File: config.mk
export PLATFORM = sky130hd
export DESIGN_NAME = gestor_necesidades
export DESIGN_NICKNAME = d
export VERILOG_FILES = /design/src/rtl/gestor_necesidades_pkg.sv /design/src/rtl/gestor_necesidades_base_segundos.sv /design/src/rtl/gestor_necesidades.sv
export SDC_FILE = /design/constraint.sdc
export NUM_CORES = 1
export LEC_CHECK = 0
export CORE_AREA = 2 2 75 77
export CTS_CLUSTER_DIAMETER = 80
export DETAILED_ROUTE_END_ITERATION = 12
export DIE_AREA = 0 0 77 79
export PLACE_DENSITY_LB_ADDON = 0.08
export SKIP_LAST_GASP = 1
export SYNTH_ARGS = -nofsm -noshare
export SYNTH_HDL_FRONTEND = slang
export SYNTH_SLANG_ARGS = --single-unit
export TNS_END_PERCENT = 20
File: constraint.sdc
create_clock -name clk -period 5.5 [get_ports clk]
set_input_delay 0.825 -clock clk [delete_from_list [all_inputs] [get_ports clk]]
set_output_delay 0.825 -clock clk [all_outputs]
set_load 0.03 [all_outputs]
File: src/rtl/gestor_necesidades_pkg.sv
// -----------------------------------------------------------------------------
// gestor_necesidades_pkg
// Shared definitions for the pet-needs blocks: level width and ceiling,
// pet state encodings, and small helpers for saturating level arithmetic and
// state classification. The display block imports the same constants so both
// sides agree on the level range and the state codes.
// -----------------------------------------------------------------------------
package gestor_necesidades_pkg;

  // Level registers are 3 bits wide; MAX_LEVEL must fit in them.
  localparam int NIVEL_W   = 3;
  localparam int MAX_LEVEL = 5;
  localparam int ESTADO_W  = 3;

  typedef logic [NIVEL_W-1:0]  nivel_t;
  typedef logic [ESTADO_W-1:0] estado_t;

  // Pet state encodings shown by the display and read by the mode FSM.
  localparam estado_t NORMAL     = 3'd0;
  localparam estado_t HAMBRIENTO = 3'd1;
  localparam estado_t ENFERMO    = 3'd2;
  localparam estado_t CRITICO    = 3'd3;
  localparam estado_t MUERTO     = 3'd4;

  // Increment that sticks at the ceiling.
  function automatic nivel_t sumar_sat(input nivel_t valor, input nivel_t tope);
    if (valor >= tope) begin
      return tope;
    end
    return valor + nivel_t'(1);
  endfunction

  // Decrement that sticks at zero.
  function automatic nivel_t restar_sat(input nivel_t valor);
    if (valor == '0) begin
      return '0;
    end
    return valor - nivel_t'(1);
  endfunction

  // Maps the two levels onto a pet state. Death takes priority over every
  // other condition; "low" means at or below the threshold.
  function automatic estado_t clasificar_estado(input nivel_t comida,
                                                input nivel_t salud,
                                                input nivel_t umbral);
    logic comida_baja;
    logic salud_baja;
    comida_baja = (comida <= umbral);
    salud_baja  = (salud <= umbral);
    if (salud == '0) begin
      return MUERTO;
    end
    if (comida_baja && salud_baja) begin
      return CRITICO;
    end
    if (salud_baja) begin
      return ENFERMO;
    end
    if (comida_baja) begin
      return HAMBRIENTO;
    end
    return NORMAL;
  endfunction

endpackage

File: src/rtl/gestor_necesidades_base_segundos.sv
// -----------------------------------------------------------------------------
// base_segundos
// Seconds time base. Counts clk cycles 0..CYCLES_PER_SEC-1 and raises tick for
// the single cycle the count sits on its terminal value, then wraps to 0.
//   modo_test = 1 : prescaler held at 0, tick asserted every cycle.
//   pausa     = 1 : prescaler holds its value and tick stays low
//                   (pausa takes priority over modo_test).
// Ports:
//   clk       - system clock
//   reset     - synchronous, active-low reset (count returns to 0)
//   modo_test - bypass the prescaler
//   pausa     - freeze the time base
//   tick      - one-cycle seconds strobe
// -----------------------------------------------------------------------------
module base_segundos #(
  parameter int CYCLES_PER_SEC = 50_000_000
) (
  input  logic clk,
  input  logic reset,
  input  logic modo_test,
  input  logic pausa,
  output logic tick
);

  // A one-cycle period still needs a 1-bit register to keep the code regular.
  localparam int PW = (CYCLES_PER_SEC > 1) ? $clog2(CYCLES_PER_SEC) : 1;
  localparam logic [PW-1:0] TERMINAL = PW'(CYCLES_PER_SEC - 1);

  logic [PW-1:0] cuenta;
  logic          terminal;

  assign terminal = (cuenta == TERMINAL);

  always_ff @(posedge clk) begin
    if (!reset) begin
      cuenta <= '0;
    end else if (pausa) begin
      cuenta <= cuenta;
    end else if (modo_test || terminal) begin
      cuenta <= '0;
    end else begin
      cuenta <= cuenta + PW'(1);
    end
  end

  // Combinational strobe: it is valid in the same cycle the count reaches the
  // terminal value, so consumers act on it at the wrapping edge.
  assign tick = !pausa && (modo_test || terminal);

endmodule

File: src/rtl/gestor_necesidades.sv
// -----------------------------------------------------------------------------
// gestor_necesidades
// Keeps the pet's food (comida) and health (salud) levels. Both decay on a
// seconds time base, are raised by one-cycle action pulses from the button
// blocks, and are summarised into a registered pet state for the display and
// the mode FSM.
//
// Pulse handshake: senal_comida / senal_salud carry no ready. Every cycle a
// pulse input is high counts as one action and is consumed at that edge;
// upstream guarantees single-cycle pulses.
//
// Ports:
//   clk          - system clock
//   reset        - synchronous, active-low reset
//   senal_comida - feed pulse (+1 food, restarts the food decay interval)
//   senal_salud  - heal pulse (+1 health, only while food is not empty)
//   modo_test    - tick every clk instead of once per second
//   pausa        - freeze decay; pulses are still accepted
//   nivel_comida - food level 0..MAX_LEVEL
//   nivel_salud  - health level 0..MAX_LEVEL
//   estado       - pet state (registered, lags the levels by one clk)
//   alarma       - high while estado is CRITICO or MUERTO
// -----------------------------------------------------------------------------
module gestor_necesidades #(
  parameter int CYCLES_PER_SEC = 50_000_000,
  parameter int MAX_LEVEL      = gestor_necesidades_pkg::MAX_LEVEL,
  parameter int DECAY_COMIDA_S = 10,
  parameter int DECAY_SALUD_S  = 20,
  parameter int UMBRAL_BAJO    = 2
) (
  input  logic                                    clk,
  input  logic                                    reset,
  input  logic                                    senal_comida,
  input  logic                                    senal_salud,
  input  logic                                    modo_test,
  input  logic                                    pausa,
  output logic [gestor_necesidades_pkg::NIVEL_W-1:0]  nivel_comida,
  output logic [gestor_necesidades_pkg::NIVEL_W-1:0]  nivel_salud,
  output logic [gestor_necesidades_pkg::ESTADO_W-1:0] estado,
  output logic                                    alarma
);

  import gestor_necesidades_pkg::*;

  // Decay counters run 0..limit-1, so they only need to hold the longest
  // interval minus one.
  localparam int CW_C = (DECAY_COMIDA_S > 1) ? $clog2(DECAY_COMIDA_S) : 1;
  localparam int CW_S = (DECAY_SALUD_S > 1) ? $clog2(DECAY_SALUD_S) : 1;

  localparam nivel_t            MAX_L      = nivel_t'(MAX_LEVEL);
  localparam nivel_t            UMBRAL_L   = nivel_t'(UMBRAL_BAJO);
  localparam logic [CW_C-1:0]   ULT_C      = CW_C'(DECAY_COMIDA_S - 1);
  localparam logic [CW_S-1:0]   ULT_S_NORM = CW_S'(DECAY_SALUD_S - 1);
  localparam logic [CW_S-1:0]   ULT_S_HAMB = CW_S'((DECAY_SALUD_S / 2) - 1);

  logic            tick;
  logic [CW_C-1:0] cnt_c;
  logic [CW_S-1:0] cnt_s;

  logic            vivo;
  logic [CW_S-1:0] ult_s;
  nivel_t          comida_sig;
  nivel_t          salud_sig;
  logic [CW_C-1:0] cnt_c_sig;
  logic [CW_S-1:0] cnt_s_sig;
  estado_t         estado_sig;
  logic            alarma_sig;

  base_segundos #(
    .CYCLES_PER_SEC(CYCLES_PER_SEC)
  ) u_base_segundos (
    .clk      (clk),
    .reset    (reset),
    .modo_test(modo_test),
    .pausa    (pausa),
    .tick     (tick)
  );

  // Health reaching zero is terminal: nothing moves again until reset. Since
  // only a heal could lift salud off zero, gating on the level itself keeps
  // MUERTO sticky without waiting for the registered state.
  assign vivo = (nivel_salud != '0);

  // Starvation halves the health interval. Comparing with >= means a counter
  // already past the shortened limit fires on the very next tick.
  assign ult_s = (nivel_comida == '0) ? ULT_S_HAMB : ULT_S_NORM;

  always_comb begin
    comida_sig = nivel_comida;
    salud_sig  = nivel_salud;
    cnt_c_sig  = cnt_c;
    cnt_s_sig  = cnt_s;

    if (vivo) begin
      // Food: a feed pulse restarts the interval and overrides any decay due
      // in the same cycle.
      if (senal_comida) begin
        comida_sig = sumar_sat(nivel_comida, MAX_L);
        cnt_c_sig  = '0;
      end else if (tick) begin
        if (cnt_c >= ULT_C) begin
          comida_sig = restar_sat(nivel_comida);
          cnt_c_sig  = '0;
        end else begin
          cnt_c_sig = cnt_c + CW_C'(1);
        end
      end

      // Health: a heal is only honoured when the pre-update food level is
      // non-zero; a refused heal leaves the decay path running untouched.
      if (senal_salud && (nivel_comida != '0)) begin
        salud_sig = sumar_sat(nivel_salud, MAX_L);
        cnt_s_sig = '0;
      end else if (tick) begin
        if (cnt_s >= ult_s) begin
          salud_sig = restar_sat(nivel_salud);
          cnt_s_sig = '0;
        end else begin
          cnt_s_sig = cnt_s + CW_S'(1);
        end
      end
    end

    // State follows the levels currently held, hence the one-clk lag.
    estado_sig = clasificar_estado(nivel_comida, nivel_salud, UMBRAL_L);
    alarma_sig = (estado_sig == CRITICO) || (estado_sig == MUERTO);
  end

  always_ff @(posedge clk) begin
    if (!reset) begin
      nivel_comida <= MAX_L;
      nivel_salud  <= MAX_L;
      cnt_c        <= '0;
      cnt_s        <= '0;
      estado       <= NORMAL;
      alarma       <= 1'b0;
    end else begin
      nivel_comida <= comida_sig;
      nivel_salud  <= salud_sig;
      cnt_c        <= cnt_c_sig;
      cnt_s        <= cnt_s_sig;
      estado       <= estado_sig;
      alarma       <= alarma_sig;
    end
  end

endmodule

==> Word level (Yosys, flattened, before mapping) <==
Index checks and enable logic that the tools add are counted.
{ "totals": {"reg_bits": 45, "wordCells": 96, "input_bits": 6, "out_inout_bits": 10} }
{ "op_classes": {"n_lt_le_gt_ge": 6, "n_reduce_logical": 18, "n_eq_ne": 3, "addsub": 7, "mux": 55} }
{ "ops": {"columns": ["operator", "n"], "rows": [
  ["2-to-1 mux 3 bit", 22],
  ["adder 26 x 1 -> 26 bit, second input constant", 1],
  ["equality test 26 bit, second input constant", 1],
  ["2-to-1 mux 26 bit", 1],
  ["2-to-1 mux 1 bit", 25],
  ["2-to-1 mux 5 bit", 4],
  ["2-to-1 mux 4 bit", 3],
  ["nonzero test 2 bit", 4],
  ["adder 3 x 1 -> 3 bit, second input constant", 2],
  ["greater-or-equal comparator 3 bit, second input constant", 2],
  ["<= comparator 3 x 2 -> 1 bit, second input constant", 2],
  ["logical NOT 3 bit", 2],
  ["AND reduction 3 bit", 2],
  ["nonzero test 3 bit", 2],
  ["subtractor 3 x 1 -> 3 bit, second input constant", 2],
  ["adder 5 x 1 -> 5 bit, second input constant", 1],
  ["greater-or-equal comparator 5 bit", 1],
  ["adder 4 x 1 -> 4 bit, second input constant", 1],
  ["greater-or-equal comparator 4 bit, second input constant", 1],
  ["AND reduction 2 bit", 2],
  ["equality test 3 x 2 -> 1 bit, second input constant", 1],
  ["equality test 3 bit, second input constant", 1],
  ["logical AND 1 bit", 3],
  ["logical OR 1 bit", 2],
  ["logical NOT 1 bit", 1]
]} }

==> Longest topological paths before layout <==
Gate-level depths: netlist (run 1).
{ "logic_depth": {"word_depth": 15, "ltp_mapped": 10} }

==> Cells and area by module <==
From an unflattened synthesis (run 1), not the netlist that was laid out.
{ "unflattened": {"hier_cells": 302, "area_unflattened_um2": 2543.7} }
{ "modules_own_cells": {"columns": ["mod", "seq_area_each_um2", "n_inst", "area_each_um2", "cells_per_inst"], "rows": [
  ["base_segundos", 520.5, 1, 1345.0, 167],
  ["gestor_necesidades", 380.4, 1, 1198.6, 135]
]} }

==> Worst setup path before layout (run 1) <==
OpenSTA, ideal clock, no wires.
{ "synth_timing": {"path_type": "reg-to-reg", "start": "register nivel_comida[0] in the netlist's numbering", "end": "register nivel_salud[0] in the netlist's numbering", "path_buffers": 1, "setup_time_ps": 131, "t_arrival_ps": 2680, "stages_incl_launch_ff": 11, "path_slack_ps": 2689, "cell_sequence": "dfxtp_1 inv_1 ha_1 nor2b_1 clkbuf_2 ha_1 a211o_1 a2111oi_0 or4_1 a2111oi_1 o21ai_1"} }
{ "synth_between": {"elab_chain_len": 5, "elab_cells_between_ends": 9} }
{ "synth_rtl": {"columns": ["item", "line_no", "text"], "rows": [
  ["from (decl)", "gestor_necesidades.sv:37", "output logic [gestor_necesidades_pkg::NIVEL_W-1:0] nivel_comida,"],
  ["from (signal assigned)", "gestor_necesidades.sv:138", "nivel_comida <= comida_sig;"],
  ["logical NOT 3 bit", "gestor_necesidades.sv:86", "assign ult_s = (nivel_comida == '0) ? ULT_S_HAMB : ULT_S_NORM;"],
  ["2-to-1 mux 5 bit", "gestor_necesidades.sv:86", null],
  ["greater-or-equal comparator 5 bit", "gestor_necesidades.sv:115", "if (cnt_s >= ult_s) begin"],
  ["nonzero test 2 bit (no line)", null, null],
  ["AND reduction 3 bit (no line)", null, null],
  ["to (signal assigned)", "gestor_necesidades.sv:139", "nivel_salud <= salud_sig;"],
  ["to (decl)", "gestor_necesidades.sv:38", "output logic [gestor_necesidades_pkg::NIVEL_W-1:0] nivel_salud,"]
]} }
Several ways; a longest one is shown, not always the timed one.
A chain may end at the register's enable or synchronous reset.

==> Final worst setup path (run 1) <==
{ "layout_timing": {"start": "register nivel_comida[0] in the netlist's numbering", "end": "register cnt_s[3]"} }
{ "layout_between": {"elab_chain_len": 6, "elab_cells_between_ends": 10} }
{ "layout_rtl": {"columns": ["item", "line_no", "text"], "rows": [
  ["logical NOT 3 bit", "gestor_necesidades.sv:86", null],
  ["2-to-1 mux 5 bit", "gestor_necesidades.sv:86", null],
  ["greater-or-equal comparator 5 bit", "gestor_necesidades.sv:115", null],
  ["2-to-1 mux 5 bit", "gestor_necesidades.sv:115", null],
  ["2-to-1 mux 5 bit", "gestor_necesidades.sv:114", "end else if (tick) begin"],
  ["2-to-1 mux 5 bit", "gestor_necesidades.sv:111", "if (senal_salud && (nivel_comida != '0)) begin"],
  ["to (signal assigned)", "gestor_necesidades.sv:141", "cnt_s <= cnt_s_sig;"],
  ["to (decl)", "gestor_necesidades.sv:58", "logic [CW_S-1:0] cnt_s;"]
]} }
Several ways; a longest one is shown, not always the timed one. The select of a mux whose other input is x is not followed.

==> results_dict.tcl, run 1 <==
set metrics [dict create \
    cts_hold_buffers 0 \
    syn_inst 293 \
    via_per_inst 5.47 \
    layout-drive-gt1-share_pct 6.23 \
    place_inst 369 \
    drt_iter0_markers 141 \
    hold_path_class "reg -> reg" \
    setup_tns_ps 0 \
    post-route-min-period_ps 3150 \
    endpoint_kind "register" \
    worstPathRequired_ps 5720 \
    fin_skew_ps 10.8 \
    yosys_register_bits 45 \
    yosys_most_used_dff "dfxtp_1" \
    cts_tree "yes" \
    clock_latency_ps 300 \
    fmax_mhz 318 \
    final-setup-viol-count 0 \
    finalCritPeriodShare_pct 57.2 \
    peakVddDrop_mv 0.136 \
    drc 0 \
    io_buffers 15 \
    ant_nets 0 \
    async_reset_ff_share_pct 0 \
    overflow 0 \
    netlist_area_sq_mm 0.00254 \
    hold_end "cnt_c[3]$_SDFFE_PN0P_" \
    cts_root_buffer "clkbuf_8" \
    hp-start "cnt_c[3]$_SDFFE_PN0P_" \
    cts_sinks 45 \
    ios 16 \
    synthesis.nets 317 \
    r2r_start "nivel_comida[0]$_SDFFE_PN1P_" \
    finalWeightedCongestion 0.836 \
    vias 2063 \
    path_clk_slew_ps 90 \
    floorplan.die.height_um 79 \
    rsz0062_at_grt "false" \
    n_antenna_cell 0 \
    core_area_sq_mm 0.00534 \
    routedWlPerCell_um 13.4 \
    r2r_end "cnt_s[3]$_SDFFE_PN0P_" \
    arrival_ps 3370 \
    grt_pass1_wl_um 8850 \
    place_hpwl_um 3620 \
    cts_resized 0 \
    synth_edf_count 0 \
    seq_area_frac_synth_pct 35.4 \
    areaGrowthSynthToFinish_pct 11.6 \
    grt_pass1_vias 1889 \
    p_total_uw 657 \
    worst-setup-path-type "reg -> reg" \
    crit_top_cell "ha_1" \
    hold_violations 0 \
    die_w_um 77 \
    syn_area_per_cell_sq_um 8.68 \
    grtUsageTotal_pct 17.9 \
    reg2reg_depth 9 \
    ys_types 57 \
    die_area_sq_mm 0.00608 \
    grt_max_degree 27 \
    rrSetupSlack_ps 2350 \
    outcome "finished, final reports clean" \
    crit_start "nivel_comida[0]$_SDFFE_PN1P_" \
    startpoint_type "register" \
    cts_buffers 5 \
    crit_chain "inv_1, ha_1, nor2b_1, ha_1, a211o_1, a2111oi_0, or4_1, o21ai_1, a21oi_1" \
    hold_depth 2 \
    fillers 542 \
    nets 328 \
    leakage_nw 1.02 \
    worstPathMaxFanout 8 \
    cp_slowest_stage_delay_ps 590 \
    final_common_cell "dfxtp_1" \
    crit_slowest_cell "a2111oi_0" \
    postCtsSetupBuffers 0 \
    htreeDepth 2 \
    rows 27 \
    most-common-layout-cells "45 x dfxtp_1, 30 x nor2_1, 18 x ha_1, 17 x nand2_1, 16 x inv_1" \
    antenna_found_initial 0 \
    cap_violations 0 \
    fin_cells 377 \
    relSlewSlack_pct 32.4 \
    slew_viol_final 0 \
    ys.warnings.count 0 \
    tightest_slew_ps 1010 \
    clk_path_buf_depth 2 \
    initial_core_util_pct 47.7 \
    routed_wl_um 5050 \
    firstDrtPassIters 5 \
    pwr_density_cell_mw_per_mm2 231 \
]
-- worst max-delay path: cells and delay by family, from the launching register on --
kind                     cells  cell delay (ps)
AO/OA/AOI/OAI                4             1270
adder cells (fa/ha/maj)      2              540
buffers and inverters        1              170
flip-flops                   1              390
AND/OR/NAND/NOR              2              720
-- area by class of cell --
cell class / count / area (sq um) / area share, %
Tap cell: 72 / 90.1 / 3.17
Clock inverter: 2 / 38.8 / 1.37
Inverter: 18 / 67.6 / 2.38
Multi-Input combinational cell: 219 / 1520 / 53.5
Clock buffer: 6 / 72.6 / 2.56
Timing Repair Buffer: 15 / 150 / 5.29
Sequential cell: 45 / 901 / 31.7
-- through the flow --
| stage | instance area (sq um) | hold WS (ps) | setup WS [ps] | util, % |
|---|---|---|---|---|
| final | 2840 | 501 | 2350 | 53.2 |
| after global routing | 2840 | 510 | 2090 | 53.2 |
| after CTS | 2840 | 490 | 2380 | 53.2 |
| after detailed placement | 2730 | 469 | 2370 | 51.1 |
| after global placement | 2730 | 466 | 2400 | 51.1 |
| after floorplan | 2540 | 437 | 2690 | - |
-- synth_stat cells, types with 4 or more instances --
master,count,share of area [%]
xor2_1,9,3.1
a21oi_1,14,2.8
nand4_1,5,1.2
o21ai_0,12,2.4
nand2_1,17,2.5
ha_1,18,8.9
nand3_1,15,3.0
o31ai_1,5,1.5
nor2b_1,5,1.2
or4_1,4,1.2
inv_1,16,2.4
xnor2_1,14,4.8
and2_1,4,0.98
nor3_1,7,1.4
or3_1,7,1.7
nor2_1,30,4.4
nor4_1,10,2.5
clkbuf_1,5,0.74
dfxtp_1,45,35
-- per-layer routing --
layer,track usage (%),routed length [um],part of all wire [%]
met5,0,0,0
met4,6.25,45,0.89
met3,3.98,197,3.9
met2,26.7,2150,43
met1,25.5,2660,53
-- registers in the layout, indices dropped and copies added, names as in the netlist --
name and count:
u_base_segundos.cuenta 26, cnt_s 5, cnt_c 4, estado 3, nivel_comida 3, nivel_salud 3, alarma 1
-- how the worst max path moves through the flow --
stage	to
after floorplan	nivel_salud[0]$_SDFFE_PN1P_
after global placement	u_base_segundos.cuenta[25]$_SDFFE_PN0N_
after detailed placement	u_base_segundos.cuenta[25]$_SDFFE_PN0N_
after CTS	cnt_s[3]$_SDFFE_PN0P_
after global routing	cnt_s[3]$_SDFFE_PN0P_
final	cnt_s[3]$_SDFFE_PN0P_
-- report_power, final --
group	total (mW)	internal [mW]	switching (mW)
registers	0.340	0.332	0.00833
logic	0.0653	0.0258	0.0395
clock network	0.251	0.136	0.115
total	0.657	0.494	0.163
-- cell families after synthesis --
family	count (synthesis)	share of synthesized area [%]
and+or+nand+nor	118	26.4
DFF	45	35.4
muxes	3	1.18
xor gates and xnor gates	23	7.92
adders and majority gates	18	8.85
AOI/OAI and AO/OA	57	15.3
buffers and inverters	29	4.92
(Power assumes the default switching activity.)
==> inputs of run 2 (changes only) <==
clock period = 2.61 ns   (was 5.5 ns; I/O delays follow)
==> run 2 against run 1 <==
Cell area rose by 3.6%. Global-route usage is 0.19 points higher. Non-clock buffer count rose by 10. First-iteration DRC count down 29%. Worst hold slack got worse by 23 ps. Largest power group unchanged. Highest routed layer unchanged. Critical endpoint is now nivel_salud[0]$_SDFFE_PN1P_. Critical path depth stayed put. Wire length increased by 2.0%.
==> results_dict.tcl, run 2 (synthesis results as in run 1) <==
set metrics [dict create \
    outcome "finished, final reports clean" \
    overflow 0 \
    rrSetupSlack_ps 160 \
    die_w_um 77 \
    grt_pass1_vias 1958 \
    finalWeightedCongestion 0.756 \
    io_buffers 15 \
    pwr_density_cell_mw_per_mm2 483 \
    grt_pass1_wl_um 9030 \
    slew_viol_final 0 \
    final-setup-viol-count 0 \
    rsz0062_at_grt "false" \
    areaGrowthSynthToFinish_pct 15.6 \
    hold_path_class "reg -> reg" \
    grt_max_degree 27 \
    peakVddDrop_mv 0.260 \
    place_hpwl_um 3700 \
    die_area_sq_mm 0.00608 \
    drc 0 \
    regMostFlops "u_base_segundos.cuenta" \
    cap_violations 0 \
    grtUsageTotal_pct 18.1 \
    final_area_sq_mm 0.00294 \
    reg2reg_depth 9 \
    setup_tns_ps 0 \
    leakage_nw 1.08 \
    largest_reg_flops 26 \
    nets 338 \
    cts_tree "yes" \
    r2r_start "nivel_comida[0]$_SDFFE_PN1P_" \
    startpoint_type "register" \
    reg_top3 "u_base_segundos.cuenta (26), cnt_s (5), cnt_c (4)" \
    endpoint_kind "register" \
    ant_nets 0 \
    cts_buffers 5 \
    fmax_mhz 408 \
    n_antenna_cell 0 \
    routed_wl_um 5150 \
    worstPathMaxFanout 4 \
    ios 16 \
    clk_path_buf_depth 2 \
    initial_core_util_pct 47.7 \
    fillers 521 \
    finalCritPeriodShare_pct 93.9 \
    rows 27 \
    crit_path_end "nivel_salud[0]$_SDFFE_PN1P_" \
    post-route-min-period_ps 2450 \
    relSlewSlack_pct 60.0 \
    r2r_end "nivel_salud[0]$_SDFFE_PN1P_" \
    placed_cell_area_sq_mm 0.00281 \
    drt_iter0_markers 100 \
    cts_root_buffer "clkbuf_8" \
    floorplan.die.height_um 79 \
    worstPathRequired_ps 2780 \
    htreeDepth 2 \
    postCtsSetupBuffers 0 \
    antenna_found_initial 0 \
    p_total_mw 1.42 \
    cts_sinks 45 \
    hp-start "cnt_c[3]$_SDFFE_PN0P_" \
    vias 2110 \
    arrival_ps 2620 \
    core_area_sq_mm 0.00534 \
    fin_cells 387 \
    path_clk_slew_ps 80 \
    tightest_slew_ps 598 \
    firstDrtPassIters 4 \
    place_inst 379 \
    worst_hold_slack_ps 478 \
    clock_latency_ps 300 \
    most-common-layout-cells "43 x dfxtp_1, 30 x nor2_1, 18 x ha_1, 17 x nand2_1, 16 x inv_1" \
    layout-drive-gt1-share_pct 11.1 \
    final_common_cell "dfxtp_1" \
    crit_start "nivel_comida[0]$_SDFFE_PN1P_" \
    hold_violations 0 \
    via_per_inst 5.45 \
    fin_skew_ps 8.60 \
    worst-setup-path-type "reg -> reg" \
    routedWlPerCell_um 13.3 \
]
## run 2: layout make-up
class	count	area, sq um	area share (%)
Multi-Input combinational cell	219	1530	52.1
Tap cell	72	90.1	3.06
Sequential cell	45	906	30.8
Clock inverter	2	36.3	1.23
Inverter	18	67.6	2.30
Timing Repair Buffer	25	225	7.66
Clock buffer	6	82.6	2.81
## run 2: how the worst min path moves through the flow
stage	cells after the start	slack, ps	to
3_3_place_gp	2	460	cnt_c[3]$_SDFFE_PN0P_
6_report	2	480	cnt_c[3]$_SDFFE_PN0P_
5_1_grt	2	530	cnt_c[2]$_SDFFE_PN0P_
2_1_floorplan	2	440	cnt_c[3]$_SDFFE_PN0P_
3_5_place_dp	2	460	cnt_c[3]$_SDFFE_PN0P_
4_1_cts	2	480	cnt_c[3]$_SDFFE_PN0P_
## run 2: stage by stage
stage               utilization [%]  worst slack, ps
floorplan                         -             22.8
global placement               52.6              111
detailed placement             52.6             26.7
CTS                            54.8             8.58
global route                   55.1             4.40
finish                         55.1              160
## run 2: critical path: stages, from the launching register on
cell       delay (ps)
dfxtp_4           340
inv_1              50
ha_1              210
nor2b_2           180
ha_1              290
a211o_1           170
a2111oi_2          90
or4_1             530
a2111oi_1         350
o21ai_1           110
## run 2: per-layer routing
metal,global-route usage [%],vias up,routed length [um]
li1,-,1094,-
met1,24.7,994,2610
met2,29.4,20,2400
met3,3.75,2,129
met4,4.29,0,14
met5,0,-,0
## run 2: report_power, final
| part | total [mW] | internal [mW] | switching (mW) |
|---|---|---|---|
| registers | 0.714 | 0.699 | 0.0152 |
| logic | 0.153 | 0.0641 | 0.0885 |
| clock network | 0.552 | 0.312 | 0.240 |
| total | 1.42 | 1.08 | 0.344 |
## run 2: timing repair
item	CTS	global route
hold buffers	0	0
resized for setup	1	4
pin swaps	0	0
endpoints found under the setup margin	1	8
hold endpoints to repair	0	0
